==> config.mk <==
export PLATFORM = sky130hd
export DESIGN_NAME = store_align_unit
export DESIGN_NICKNAME = d
export VERILOG_FILES = /design/src/rtl/store_align_unit.sv
export SDC_FILE = /design/constraint.sdc
export NUM_CORES = 1
export LEC_CHECK = 0
export CORE_UTILIZATION = 46
export DETAILED_ROUTE_END_ITERATION = 10
export PLACE_DENSITY = 0.87
export SLEW_MARGIN = 10
export SYNTH_ARGS = -nofsm -noshare
export SYNTH_HDL_FRONTEND = slang
export SYNTH_SLANG_ARGS = --single-unit
==> constraint.sdc <==
create_clock -name clk -period 4.2 [get_ports clk]
set_input_delay 0.63 -clock clk [delete_from_list [all_inputs] [get_ports clk]]
set_output_delay 0.63 -clock clk [all_outputs]
set_load 0.005 [all_outputs]
==> src/rtl/store_align_unit.sv <==
// Store-path aligner: lane-aligns sb/sh/sw/sd data and strobes onto a BUS_W bus.
// Optional macro STORE_MISALIGN_SPLIT_EN splits bus-word-crossing stores into two beats.
module store_align_unit #(
  parameter int unsigned ADDR_W = 32,
  parameter int unsigned BUS_W  = 32,
  parameter int unsigned XLEN   = 32
) (
  input  logic                  clk,
  input  logic                  rst_n,
  input  logic                  req_valid,
  output logic                  req_ready,
  input  logic [2:0]            req_func3,
  input  logic [ADDR_W-1:0]     req_addr,
  input  logic [XLEN-1:0]       req_wdata,
  output logic                  bus_valid,
  input  logic                  bus_ready,
  output logic [ADDR_W-1:0]     bus_addr,
  output logic [BUS_W-1:0]      bus_wdata,
  output logic [BUS_W/8-1:0]    bus_wstrb,
  output logic                  done,
  output logic                  err
);

  localparam int unsigned NB = BUS_W / 8;
  localparam int unsigned OW = $clog2(NB);
  localparam int unsigned XB = XLEN / 8;

`ifdef STORE_MISALIGN_SPLIT_EN
  localparam int unsigned LANES = 2 * NB;
  typedef enum logic [1:0] {IDLE, BEAT0, BEAT1, ERR} state_e;
`else
  localparam int unsigned LANES = NB;
  typedef enum logic [1:0] {IDLE, BEAT0, ERR} state_e;
`endif

  state_e                state_q;
  logic                  bus_valid_q;
  logic [ADDR_W-1:0]     bus_addr_q;
  logic [BUS_W-1:0]      bus_wdata_q;
  logic [NB-1:0]         bus_wstrb_q;
  logic                  done_q;
  logic                  err_q;
`ifdef STORE_MISALIGN_SPLIT_EN
  logic                  split_q;
  logic [BUS_W-1:0]      hi_wdata_q;
  logic [NB-1:0]         hi_wstrb_q;
`endif

  int unsigned           size_b;
  int unsigned           off;
  logic [ADDR_W-1:0]     base;
  logic                  split;
  logic                  legal;
  logic [8*LANES-1:0]    data_wide;
  logic [LANES-1:0]      strb_wide;

  // Lanes NB..2*NB-1 of the wide image form the second beat of a split store.
  always_comb begin
    size_b    = 32'd1 << req_func3[1:0];
    off       = 32'(req_addr[OW-1:0]);
    base      = {req_addr[ADDR_W-1:OW], {OW{1'b0}}};
    split     = (off + size_b) > NB;
`ifdef STORE_MISALIGN_SPLIT_EN
    legal     = !req_func3[2] && (size_b <= NB);
`else
    legal     = !req_func3[2] && (size_b <= NB) && !split;
`endif
    data_wide = '0;
    strb_wide = '0;
    for (int unsigned i = 0; i < NB; i++) begin
      if (i < size_b && (i + off) < LANES) begin
        strb_wide[i + off] = 1'b1;
        if (i < XB) data_wide[8*(i + off) +: 8] = req_wdata[8*i +: 8];
      end
    end
  end

  always_ff @(posedge clk) begin
    if (!rst_n) begin
      state_q     <= IDLE;
      bus_valid_q <= 1'b0;
      bus_addr_q  <= '0;
      bus_wdata_q <= '0;
      bus_wstrb_q <= '0;
      done_q      <= 1'b0;
      err_q       <= 1'b0;
`ifdef STORE_MISALIGN_SPLIT_EN
      split_q     <= 1'b0;
      hi_wdata_q  <= '0;
      hi_wstrb_q  <= '0;
`endif
    end else begin
      done_q <= 1'b0;
      err_q  <= 1'b0;
      case (state_q)
        IDLE: begin
          if (req_valid) begin
            if (legal) begin
              state_q     <= BEAT0;
              bus_valid_q <= 1'b1;
              bus_addr_q  <= base;
              bus_wdata_q <= data_wide[BUS_W-1:0];
              bus_wstrb_q <= strb_wide[NB-1:0];
`ifdef STORE_MISALIGN_SPLIT_EN
              split_q     <= split;
              hi_wdata_q  <= data_wide[8*LANES-1 -: BUS_W];
              hi_wstrb_q  <= strb_wide[LANES-1 -: NB];
`endif
            end else begin
              state_q <= ERR;
              err_q   <= 1'b1;
            end
          end
        end
        BEAT0: begin
          if (bus_ready) begin
`ifdef STORE_MISALIGN_SPLIT_EN
            if (split_q) begin
              state_q     <= BEAT1;
              bus_addr_q  <= bus_addr_q + ADDR_W'(NB);
              bus_wdata_q <= hi_wdata_q;
              bus_wstrb_q <= hi_wstrb_q;
            end else begin
              state_q     <= IDLE;
              bus_valid_q <= 1'b0;
              done_q      <= 1'b1;
            end
`else
            state_q     <= IDLE;
            bus_valid_q <= 1'b0;
            done_q      <= 1'b1;
`endif
          end
        end
`ifdef STORE_MISALIGN_SPLIT_EN
        BEAT1: begin
          if (bus_ready) begin
            state_q     <= IDLE;
            bus_valid_q <= 1'b0;
            done_q      <= 1'b1;
          end
        end
`endif
        ERR:     state_q <= IDLE;
        default: state_q <= IDLE;
      endcase
    end
  end

  assign req_ready = (state_q == IDLE);
  assign bus_valid = bus_valid_q;
  assign bus_addr  = bus_addr_q;
  assign bus_wdata = bus_wdata_q;
  assign bus_wstrb = bus_wstrb_q;
  assign done      = done_q;
  assign err       = err_q;

endmodule

==> reports/results.ini <==
[yosys]
ys_seq_area_frac=0.340
synthCells=517
synth.distinct_cells=56
synthAdderAreaFrac=0.0407
syn_area_um2=4180
avgSynthCellArea_um2=8.09
synth-edff-count=0
synth_xor_area_frac=0.00210
synth.ff_latch_count=71
synth_compound_area_frac=0.344
async_reset_ff_frac=0
ys.flop_type=dfxtp_1
synthSimpleGateAreaFrac=0.186
synth-warning-count=0
synth_top_family_by_area=compound AO/OA/AOI/OAI gates
synth_mux_area_frac=0.00239

[timing]
tightest_slew_ps=1100
fmax_ghz=0.289
hold_viol=0
finClkSkew_ps=12.4
drv_slew=0
setup_slack_ps=736
rsz0062_at_grt=false
min_period_ps=3460
finalSetupTns_ps=0
max_slew_margin=0.268
fin_crit_sh=0.825
finalSetupViolations=0

[clocking]
cts_hold_buffers=0
numCtsBuffers=9
tritoncts=built
clk_latency_ps=350
cts.sink_count=71
clk_path_buf_depth=2
htree_levels=3
cts-root-buf=clkbuf_8
cts.repair.resized=0
cts_setup_buffers=0
clkTransAtPathRegs_ps=90

[floorplanning]
initial_utilization=0.477
io_pins=143
die_w_um=97.3
coreArea_um2=8760
row_count=34
die_h_um=97.3
dieArea_um2=9470

[placement]
gp_congestion=0.907
dp_hpwl_mm=11.0
portBuffers=140
post-place-ws_ps=411

[routing]
firstDrtPassIters=5
wl_per_cell_um=20.6
num_vias=4836
drtAntennaViolNets=0
wl_mm=15.3
drt-initial-drc-count=445
vias_per_cell=6.50
remaining_drc_errors=0

[power]
p_seq_frac=0.411
ir_drop_mv=0.185
p_leak_uw=0.00201
p_sw_frac=0.297
p_per_area_nw_per_um2=298
p_switching_uw=518
internal_power_uw=1230
clockPowerShare=0.361
finalPower_uw=1740
p_comb_frac=0.228

[grt]
antenna_found_initial=0
grt_pass1_vias=4471
grt_max_degree=46
groute.usage.overall=0.317
grt_pass1_wl_mm=23.9
grt-ovfl-total=0

[setup_path]
cp.required_ps=4480
r2r_slack_ps=2060
rr_startpoint=state_q[0]$_SDFFE_PN0P_
endpoint=bus_addr[31]$_SDFFE_PN0P_
reg2reg_depth=5
rr_endpoint=bus_addr[31]$_SDFFE_PN0P_
arrival_ps=3740
crit_type=in2reg
cp-startpoint=req_func3[0]
startpoint_type=primary input
crit_path_end_kind=flop
crit_fanout=23

[finish]
fillers=716
antenna_cells=0
areaGrowthSynthToFinish_pct=39.9
register_area_um2=1420
multi_input_area_um2=2410
nets=715
final_common_cell=clkdlybuf4s50_1
drive_above_1_share=0.0943
final_cell_mix=clkdlybuf4s50_1, dfxtp_1, a21oi_1

[hold_path]
min-delay-start=bus_addr[23]$_SDFFE_PN0P_
hp-class=reg2reg

[run_status]
outcome=completed

[flow_run]
drv_cap=0

-- worst min-delay path by stage --
stage	to	cells after the start
final	bus_addr[23]$_SDFFE_PN0P_	2
after global routing	bus_addr[10]$_SDFFE_PN0P_	2
after CTS	bus_wdata[9]$_SDFFE_PN0P_	2
after detailed placement	bus_wdata[9]$_SDFFE_PN0P_	2
after global placement	bus_addr[14]$_SDFFE_PN0P_	2
after floorplan	bus_wdata[17]$_SDFFE_PN0P_	2
-- cells in the mapped netlist, drive strengths merged (5+ instances only) --
cell	count	area (um2)
dfxtp	71	1420
nor2b	9	56.3
a21oi	51	255
nor2	5	26.3
a311oi	10	87.6
nand2	36	135
ha	12	150
a31oi	18	113
a211o	9	78.8
a31o	6	52.6
and3b	5	43.8
or4	5	37.5
o21ai	40	200
a221oi	16	158
o221a	10	113
buf	22	124
inv	24	90.1
o22ai	13	81.3
clkbuf	37	139
o311a	6	60.1
nand3	41	205
nand4	15	93.8
o211ai	9	67.6
-- power by group through the flow --
stage                     Sequential (uW)  Combinational [uW]  Clock, uW
after floorplan                       731                 194          0
after global placement                730                 384          0
after detailed placement              731                 388          0
after CTS                             715                 392        633
after global routing                  719                 426        663
final                                 716                 398        629
-- per-layer routing --
metal,vias to the layer above,share of wire,global-route usage
met5,-,0,0
li1,2193,-,-
met3,46,0.093,0.0799
met1,2320,0.40,0.401
met4,0,0.044,0.176
met2,277,0.46,0.495
-- registers in the layout, indices dropped and copies added (netlist names) --
signal / count
bus_addr: 30
bus_valid: 1
bus_wdata: 32
bus_wstrb: 4
done: 1
err: 1
state_q: 2
-- critical path, cell delays in order --
cell,delay (ps)
clkdlybuf4s50_1,540
or2_2,370
inv_1,60
ha_1,150
inv_1,60
fa_1,370
xnor2_1,310
a221o_1,590
buf_4,350
o21ai_0,110
a21oi_1,190
-- layout make-up --
type,count,area share
Tap cell,108,0.0231
Clock inverter,7,0.0180
Multi-Input combinational cell,364,0.413
Timing Repair Buffer,161,0.267
Sequential cell,71,0.243
Clock buffer,9,0.0212
Inverter,24,0.0154
-- per-stage QoR --
step / std cells / instance area, um2 / hold WS (ps) / utilization
6_report: 744 / 5850 / 478 / 0.667
5_1_grt: 744 / 5850 / 508 / 0.667
3_5_place_dp: 728 / 5620 / 464 / 0.641
4_1_cts: 744 / 5850 / 479 / 0.667
2_1_floorplan: 518 / 4180 / 463 / -
3_3_place_gp: 728 / 5620 / 460 / 0.641
-- cells by family after synthesis --
family / after synthesis
and+or+nand+nor: 139
other: 1
AOI/OAI and AO/OA: 208
xor gates and xnor gates: 1
DFF: 71
adders and majority gates: 13
muxes: 1
buffers and inverters: 83
(Power assumes the default switching activity.)
